===== src/rtl/ascon_pkg.sv =====
// Shared Ascon-128 definitions: constants, FSM state encoding and the round-constant helper.
package ascon_pkg;

   localparam int          STATE_W  = 320;
   localparam int          CNT_W    = 4;
   localparam logic [63:0] ASCON_IV = 64'h80400c0600000000;
   localparam logic [63:0] PAD      = 64'h8000000000000000;

   typedef enum logic [3:0] {
      ST_IDLE,
      ST_INIT,
      ST_AD_WAIT,
      ST_AD_PERM,
      ST_AD_PAD,
      ST_CT_WAIT,
      ST_CT_OUT,
      ST_CT_PERM,
      ST_FINAL,
      ST_DONE
   } state_t;

   // Round i of the 12-round schedule; the 6-round permutation runs i = 6..11.
   function automatic logic [7:0] rc(input logic [CNT_W-1:0] i);
      logic [7:0] w_i;
      w_i = 8'(i);
      return 8'hf0 - w_i * 8'h0f;
   endfunction

endpackage


===== src/rtl/ascon_round_comb.sv =====
// One combinational Ascon permutation round: constant addition, bitsliced S-box, linear diffusion.
module ascon_round_comb
   import ascon_pkg::*;
(
   input  logic [STATE_W-1:0] i_state,
   input  logic [7:0]         i_rc,
   output logic [STATE_W-1:0] o_state
);

   logic [63:0] w_x0, w_x1, w_x2, w_x3, w_x4;
   logic [63:0] w_t0, w_t1, w_t2, w_t3, w_t4;

   function automatic logic [63:0] ror64(input logic [63:0] v, input int unsigned n);
      return (v >> n) | (v << (64 - n));
   endfunction

   always_comb begin
      w_x0 = i_state[319:256];
      w_x1 = i_state[255:192];
      w_x2 = i_state[191:128] ^ {56'd0, i_rc};
      w_x3 = i_state[127:64];
      w_x4 = i_state[63:0];

      // S-box applied to all 64 five-bit columns at once
      w_x0 = w_x0 ^ w_x4;
      w_x4 = w_x4 ^ w_x3;
      w_x2 = w_x2 ^ w_x1;
      w_t0 = ~w_x0 & w_x1;
      w_t1 = ~w_x1 & w_x2;
      w_t2 = ~w_x2 & w_x3;
      w_t3 = ~w_x3 & w_x4;
      w_t4 = ~w_x4 & w_x0;
      w_x0 = w_x0 ^ w_t1;
      w_x1 = w_x1 ^ w_t2;
      w_x2 = w_x2 ^ w_t3;
      w_x3 = w_x3 ^ w_t4;
      w_x4 = w_x4 ^ w_t0;
      w_x1 = w_x1 ^ w_x0;
      w_x0 = w_x0 ^ w_x4;
      w_x3 = w_x3 ^ w_x2;
      w_x2 = ~w_x2;

      o_state = {w_x0 ^ ror64(w_x0, 19) ^ ror64(w_x0, 28),
                 w_x1 ^ ror64(w_x1, 61) ^ ror64(w_x1, 39),
                 w_x2 ^ ror64(w_x2, 1)  ^ ror64(w_x2, 6),
                 w_x3 ^ ror64(w_x3, 10) ^ ror64(w_x3, 17),
                 w_x4 ^ ror64(w_x4, 7)  ^ ror64(w_x4, 41)};
   end

endmodule


===== src/rtl/ascon128_dec_core.sv =====
// Iterative Ascon-128 decryption core: one round per clock, streams AD and ciphertext,
// releases plaintext per beat and reports tag verification at the end.
module ascon128_dec_core
   import ascon_pkg::*;
#(
   parameter logic [63:0] IV = ASCON_IV
) (
   input  logic         clk,
   input  logic         rst,
   input  logic         start,
   input  logic [127:0] key,
   input  logic [127:0] nonce,
   input  logic [127:0] tag_in,
   input  logic         has_ad,
   input  logic         has_ct,
   input  logic         in_valid,
   output logic         in_ready,
   input  logic [63:0]  in_data,
   input  logic         in_last,
   output logic         out_valid,
   input  logic         out_ready,
   output logic [63:0]  out_data,
   output logic         busy,
   output logic         done,
   output logic         tag_ok
);

   state_t               r_state, w_next, w_ct_entry;
   logic [CNT_W-1:0]     r_cnt, w_cnt_next;
   logic [STATE_W-1:0]   r_s, w_rin, w_rout, w_rpost;
   logic [127:0]         r_key, r_tag, w_tag;
   logic                 r_has_ad, r_has_ct, r_last, r_tag_ok;
   logic [63:0]          r_out;
   logic [7:0]           w_rc;
   logic                 w_round_st, w_last_rnd;

   assign w_rc     = rc(r_cnt);
   assign out_data = r_out;
   assign tag_ok   = r_tag_ok;

   ascon_round_comb u_round (
      .i_state (w_rin),
      .i_rc    (w_rc),
      .o_state (w_rout)
   );

   // Domain-separation and key injections folded into the round input/output
   always_comb begin
      w_last_rnd = (r_cnt == CNT_W'(11));
      w_round_st = (r_state == ST_INIT) || (r_state == ST_AD_PERM) || (r_state == ST_AD_PAD) ||
                   (r_state == ST_CT_PERM) || (r_state == ST_FINAL);

      w_rin = r_s;
      if (r_state == ST_AD_PAD && r_cnt == CNT_W'(6)) begin
         w_rin[319:256] = r_s[319:256] ^ PAD;
      end
      if (r_state == ST_FINAL && r_cnt == CNT_W'(0)) begin
         w_rin[319:256] = r_s[319:256] ^ PAD;
         w_rin[255:192] = r_s[255:192] ^ r_key[127:64];
         w_rin[191:128] = r_s[191:128] ^ r_key[63:0];
      end

      w_rpost = w_rout;
      if (w_last_rnd && r_state == ST_INIT) begin
         w_rpost[127:64] = w_rout[127:64] ^ r_key[127:64];
         w_rpost[63:0]   = w_rout[63:0] ^ r_key[63:0] ^ {63'd0, ~r_has_ad};
      end
      if (w_last_rnd && r_state == ST_AD_PAD) begin
         w_rpost[0] = ~w_rout[0];
      end

      w_tag = {w_rout[127:64] ^ r_key[127:64], w_rout[63:0] ^ r_key[63:0]};
   end

   always_ff @(posedge clk) begin
      if (rst) r_state <= ST_IDLE;
      else     r_state <= w_next;
   end

   always_comb begin
      w_next     = r_state;
      w_ct_entry = r_has_ct ? ST_CT_WAIT : ST_FINAL;
      in_ready   = 1'b0;
      out_valid  = 1'b0;
      busy       = (r_state != ST_IDLE);
      done       = 1'b0;
      case (r_state)
         ST_IDLE:    if (start) w_next = ST_INIT;
         ST_INIT:    if (w_last_rnd) w_next = r_has_ad ? ST_AD_WAIT : w_ct_entry;
         ST_AD_WAIT: begin
            in_ready = 1'b1;
            if (in_valid) w_next = ST_AD_PERM;
         end
         ST_AD_PERM: if (w_last_rnd) w_next = r_last ? ST_AD_PAD : ST_AD_WAIT;
         ST_AD_PAD:  if (w_last_rnd) w_next = w_ct_entry;
         ST_CT_WAIT: begin
            in_ready = 1'b1;
            if (in_valid) w_next = ST_CT_OUT;
         end
         ST_CT_OUT: begin
            out_valid = 1'b1;
            if (out_ready) w_next = ST_CT_PERM;
         end
         ST_CT_PERM: if (w_last_rnd) w_next = r_last ? ST_FINAL : ST_CT_WAIT;
         ST_FINAL:   if (w_last_rnd) w_next = ST_DONE;
         ST_DONE: begin
            done   = 1'b1;
            w_next = ST_IDLE;
         end
         default:    w_next = ST_IDLE;
      endcase

      // p12 phases count 0..11, p6 phases count 6..11
      w_cnt_next = r_cnt;
      if (w_round_st) begin
         if (w_last_rnd) w_cnt_next = (w_next == ST_FINAL) ? CNT_W'(0) : CNT_W'(6);
         else            w_cnt_next = r_cnt + CNT_W'(1);
      end
      if (r_state == ST_IDLE) w_cnt_next = '0;
   end

   always_ff @(posedge clk) begin
      if (rst) begin
         r_s      <= '0;
         r_cnt    <= '0;
         r_key    <= '0;
         r_tag    <= '0;
         r_has_ad <= 1'b0;
         r_has_ct <= 1'b0;
         r_last   <= 1'b0;
         r_out    <= '0;
         r_tag_ok <= 1'b0;
      end else begin
         r_cnt <= w_cnt_next;
         case (r_state)
            ST_IDLE: begin
               if (start) begin
                  r_key    <= key;
                  r_tag    <= tag_in;
                  r_has_ad <= has_ad;
                  r_has_ct <= has_ct;
                  r_s      <= {IV, key, nonce};
                  r_tag_ok <= 1'b0;
               end
            end
            ST_AD_WAIT: begin
               if (in_valid) begin
                  r_s[319:256] <= r_s[319:256] ^ in_data;
                  r_last       <= in_last;
               end
            end
            ST_CT_WAIT: begin
               if (in_valid) begin
                  r_out        <= r_s[319:256] ^ in_data;
                  r_s[319:256] <= in_data;
                  r_last       <= in_last;
               end
            end
            ST_INIT, ST_AD_PERM, ST_AD_PAD, ST_CT_PERM: r_s <= w_rpost;
            ST_FINAL: begin
               r_s <= w_rpost;
               if (w_last_rnd) r_tag_ok <= (w_tag == r_tag);
            end
            default: ;
         endcase
      end
   end

endmodule

===== config.mk =====
export PLATFORM = sky130hd
export DESIGN_NAME = ascon128_dec_core
export DESIGN_NICKNAME = d
export VERILOG_FILES = /design/src/rtl/ascon_pkg.sv /design/src/rtl/ascon_round_comb.sv /design/src/rtl/ascon128_dec_core.sv
export SDC_FILE = /design/constraint.sdc
export NUM_CORES = 2
export LEC_CHECK = 0
export BUFFER_PORTS_ARGS = -buffer_cell sky130_fd_sc_hd__buf_2
export CAP_MARGIN = 30
export CORE_UTILIZATION = 55
export CTS_CLUSTER_DIAMETER = 50
export DETAILED_ROUTE_END_ITERATION = 12
export PLACE_DENSITY = 0.88
export SYNTH_ARGS = -nofsm -noshare
export SYNTH_HDL_FRONTEND = slang
export SYNTH_SLANG_ARGS = --single-unit
export TNS_END_PERCENT = 50

===== constraint.sdc =====
create_clock -name clk -period 5 [get_ports clk]
set_input_delay 0.75 -clock clk [delete_from_list [all_inputs] [get_ports clk]]
set_output_delay 0.75 -clock clk [all_outputs]
set_load 0.01 [all_outputs]

**Yosys cells after proc, flatten, opt, wreduce, memory -nomap -nowiden**

Cells that the tools add are included.

- Register bits: 652
- Bits of input ports: 456
- Output and inout port bits: 69
- Word-level logic and storage cells: 137

- $add $sub $neg: 2
- Multiply operators: 1
- Equality and inequality tests: 17
- Muxes and demuxes: 31
- Bitwise logic cells: 52
- Reductions and logical operators: 23

Operators with widths:

| operator | number |
|---|---|
| XOR 64 bit | 26 |
| case mux 256 bit (2 select lines) | 1 |
| NOT 64 bit | 6 |
| bitwise AND 64 bit | 5 |
| 2-to-1 mux 320 bit | 1 |
| case mux 64 bit (4 select lines) | 1 |
| 2-to-1 mux 192 bit | 1 |
| 2-to-1 mux 64 bit | 3 |
| equality test 128 bit | 1 |
| 2-to-1 mux 128 bit | 1 |
| bitwise OR 23 x 64 -> 64 bit | 1 |
| bitwise OR 25 x 64 -> 64 bit | 1 |
| bitwise OR 3 x 64 -> 64 bit | 1 |
| bitwise OR 36 x 64 -> 64 bit | 1 |
| bitwise OR 45 x 64 -> 64 bit | 1 |
| bitwise OR 47 x 64 -> 64 bit | 1 |
| bitwise OR 54 x 64 -> 64 bit | 1 |
| bitwise OR 57 x 64 -> 64 bit | 1 |
| bitwise OR 58 x 64 -> 64 bit | 1 |
| bitwise OR 63 x 64 -> 64 bit | 1 |
| XOR 64 x 1 -> 64 bit | 1 |
| XOR 64 x 8 -> 64 bit | 1 |
| 2-to-1 mux 4 bit | 13 |
| case mux 4 bit (9 select lines) | 1 |
| 22 further kinds | 54 |

**Logic depth before layout (Yosys ltp)**

- Depth after elaboration: 16
- Gate-level depth with buffers: 24

**By module**

A second synthesis with hierarchy kept.

- Cell total of the unflattened synthesis: 5899
- Area total of the unflattened synthesis: 49262.2 µm²

Modules (own cells, without submodules):

| module | times used | cells an instance | area each (µm²) | seq. area each (µm²) |
|---|---|---|---|---|
| ascon128_dec_core | 1 | 4341 | 33150.5 | 13052.5 |
| ascon_round_comb | 1 | 1558 | 16111.7 | 0.0 |

**Worst setup path after synthesis**

OpenSTA, ideal clock, no wires.

- Path kind: register to register
- From: register r_cnt[0]
- To: register r_tag_ok, in the netlist tag_ok
- Setup time: 0.069 ns
- Arrival time: 5.126 ns
- Slack: -0.195 ns
- Cell stages (with the launch flop): 24
- Period minus slack after synthesis: 5.195 ns
- Cell sequence: dfxtp_1 -> clkbuf_1 -> inv_1 -> ha_1 -> clkbuf_1 -> clkbuf_1 -> or2_2 -> ha_1 -> a21o_1 -> a21oi_1 -> xor2_1 -> xnor2_1 -> ha_1 -> xnor2_1 -> xnor2_1 -> xor2_1 -> nor4bb_1 -> a311oi_1 -> nand4_1 -> nor4_1 -> nand4_1 -> nor4_1 -> nand4_1 -> o21ai_1

- Word-level cells in the longest chain between the ends: 15
- Elaborated cells on any way between the ends: 34
- Classes of those cells: add/sub (1); mul (1); eq/ne (4); mux (4); bitwise (20); reduce/logical (4)

RTL lines:

| item | line | source |
|---|---|---|
| from (decl) | ascon128_dec_core.sv:29 | `logic [CNT_W-1:0] r_cnt, w_cnt_next;` |
| from (signal assigned) | ascon128_dec_core.sv:134 | `r_cnt <= w_cnt_next;` |
| branches (longest 15 deep; another with multiplier 4 x 4 -> 8 bit) | -- |  |
| to (signal assigned) | ascon128_dec_core.sv:162 | `if (w_last_rnd) r_tag_ok <= (w_tag == r_tag);` |
| to (decl) | ascon128_dec_core.sv:32 | `logic r_has_ad, r_has_ct, r_last, r_tag_ok;` |

Parallel ways; which one is timed is not known. The select of a mux whose other input is x is not followed.
A chain may end at the register's enable or synchronous reset.

**Worst setup path after layout**

- From: register r_cnt[1]
- To: register r_tag_ok, in the netlist tag_ok

The elaborated chain is that of the path after synthesis.

==> results.cfg <==
[timing]
tightest_slew_ps = 1348
setup_viol = 1
finalCriticalPeriod_ps = 5236
holdWs_ps = 264.6
finalHoldViolCount = 0
post-route-period-util_pct = 104.7
slew_viol_final = 0
finClkSkew_ps = 22.42
tns_ps = -236.1
fin_ws_ps = -236.1
rsz0062_at_grt = true
timing.fmax_mhz = 191.0
relSlewSlack_pct = 10.16

[drt]
m1WireLength_um = 96600
vias = 55180
drcViolationCount = 0
vias_per_cell = 6.456
wl_met2_um = 104200
met3_length_um = 44130
wl_per_cell_um = 32.06
routed_wl_um = 274100
first_iter_violations = 9565
top_layer = met5
ant_nets = 0
firstDrtPassIters = 9

[setup_path]
cp-end-kind = flop
critPathRequiredTime_ps = 5640
critPathSlowestCell = fa_1
max_stage_delay_ps = 500
crit_top_cell = xnor2_2
reg2regPathDepth = 24
cp_max_fo = 2
critPathArrivalTime_ps = 5880
critical_path_class = flop to flop
path_buf_inv = 3
path_depth = 24
crit_family = adder cells
critPathLaunchType = flop
cp_cell_sequence = inv_2 -> fa_1 -> ha_4 -> inv_2 -> ha_4 -> ha_4 -> a21o_1 -> a21oi_2 -> o21bai_1 -> a21oi_1 -> buf_4 -> xor2_2 -> ha_1 -> xnor2_2 -> xnor2_2 -> xor2_2 -> xnor2_2 -> xnor2_2 -> o21ai_0 -> a211oi_2 -> nand4_1 -> nor4_2 -> nand4_1 -> o21ai_1

[place]
dp_hpwl_um = 219200
port_buffers = 524
placedCellCount = 8359
place.gp.congestion = 1.231
placed_cell_area_um2 = 58350
dpl_worst_slack_ps = -487.3

[floorplanning]
die_area_um2 = 91270
coreArea_um2 = 88780
rows = 109
die_height_um = 302.1
die_x_um = 302.1
start_util_pct = 55.80
ioPinCount = 525

[finish]
n_fill_cell = 7148
final_util_pct = 69.78
synthToLayoutAreaGrowth_pct = 25.05
multi_input_area_um2 = 34860
final_common_cell = xnor2_1
nNetsFinal = 7905
area.sequential_um2 = 13060
stdcell_area_um2 = 61950
final_cell_mix = 1173 x xnor2_1, 992 x nand2_1, 725 x buf_4
final_layout_size_suffix_gt1_share_pct = 21.76
stdcell_count = 8548

[synth]
synthArstFlopShare_pct = 0
yosysSeqAreaShare_pct = 26.35
synth_cells = 6294
syn_nets = 6905
ys.flop_type = dfxtp_1
synth-edff-count = 0
synthesis.area_um2 = 49540
ys_ff_latch = 652
yosysWarnings = 0
synth.distinct_cells = 89
avgSynthCellArea_um2 = 7.871

[power_and_ir_drop]
p_leak_nw = 23.99
vdd_ir_drop_max_mv = 0.4629
powerDensity_nw_per_um2 = 1016
p_total_mw = 62.93

[global_route]
grt_pass1_wl_um = 370200
grt_max_degree = 203
global_route.overflow_total = 0
track_usage_pct = 58.18
grt_pass1_vias = 49830
antenna_found_initial = 19

[clocking]
root_buffer = clkbuf_16
insertion_delay_ps = 730
htreeDepth = 3
clk_pin_slew_ps = 60
cts.sinks = 652
cts_made_buffers = 92
hold_buffers = 0
cts_tree = done
clockBufferDepth = 3

[outcome]
violations = setup timing
status = finished, violations left

[min_path]
hold_path.class = primary input to flop
min_path_cells = 3

[flow_run]
drv_cap = 0
## cell type report
class | count | share of cell area [%]
multi-input combinational | 5097 | 56.27
sequential | 652 | 21.07
timing repair buffer | 1283 | 14.12
clock buffer | 114 | 4.047
tap | 1165 | 2.353
clock inverter | 56 | 1.064
inverter | 168 | 1.018
antenna | 13 | 0.05251
## per-layer routing
metal  up-vias  track usage, %
li1      23240               -
met1     26100           70.11
met2      4631           78.90
met3      1196           25.20
met4        10           48.65
met5         -           1.812
## report_power, final
group | internal (mW) | switching, mW | leakage [nW] | total [mW]
logic | 19.8 | 29.5 | 17.1 | 49.3
clock network | 4.01 | 2.90 | 1.52 | 6.91
registers | 5.81 | 0.911 | 5.36 | 6.72
## path summary, 6_finish.rpt
kind | start | endpoint | slack (ps)
worst max register to register | r_cnt[1] | tag_ok | -240
worst min register to register | r_s[171] | r_s[171] | 470
worst max-delay path | r_cnt[1] | tag_ok | -240
worst min-delay path | tag_in[63] | r_tag[63] | 260
## registers in the layout, summed over array words and instances, names as in the netlist
register and cells:
out_data 64, r_cnt 4, r_state 4, r_last 1
r_tag 128, r_key 128, tag_ok 1, r_s 320
r_has_ct 1, r_has_ad 1
## synthesized netlist by cell type, types with 55 or more instances
cell type | instances | share of area [%]
xnor2_1 | 1198 | 21
nand2_1 | 994 | 7.5
dfxtp_1 | 652 | 26
a21oi_1 | 590 | 6.0
nor2_1 | 503 | 3.8
xor2_1 | 362 | 6.4
clkbuf_1 | 319 | 2.4
a211oi_1 | 209 | 3.2
o21ai_0 | 188 | 1.9
inv_1 | 168 | 1.3
ha_1 | 153 | 3.9
a221oi_1 | 116 | 2.1
mux2i_1 | 76 | 1.5
o211ai_1 | 68 | 1.0
maj3_1 | 62 | 1.3
nand3_1 | 61 | 0.62
nor3b_1 | 55 | 0.83
## cell families after synthesis
group	share of synthesized area, %
and+or+nand+nor	16.32
xor gates and xnor gates	29.69
AOI/OAI and AO/OA	16.41
adders and majority gates	5.198
muxes	1.695
buffers and inverters	4.339
DFF	26.35
## repair_timing
| action | CTS | global route |
|---|---|---|
| endpoints found under the setup margin | 2 | 4 |
| pin swaps | 24 | 37 |
| setup buffers | 2 | 5 |
| resized for setup | 21 | 33 |
## worst reg2reg max path: stages (launching register included)
cell	delay (ps)
dfxtp_2	330
inv_2	50
fa_1	500
ha_4	290
inv_2	40
ha_4	270
ha_4	190
a21o_1	190
a21oi_2	190
o21bai_1	90
a21oi_1	180
buf_4	160
xor2_2	160
ha_1	280
xnor2_2	160
xnor2_2	310
xor2_2	220
xnor2_2	120
xnor2_2	280
o21ai_0	170
a211oi_2	230
nand4_1	230
nor4_2	280
nand4_1	120
o21ai_1	140
Note: power is estimated with default switching activity, not from simulation.
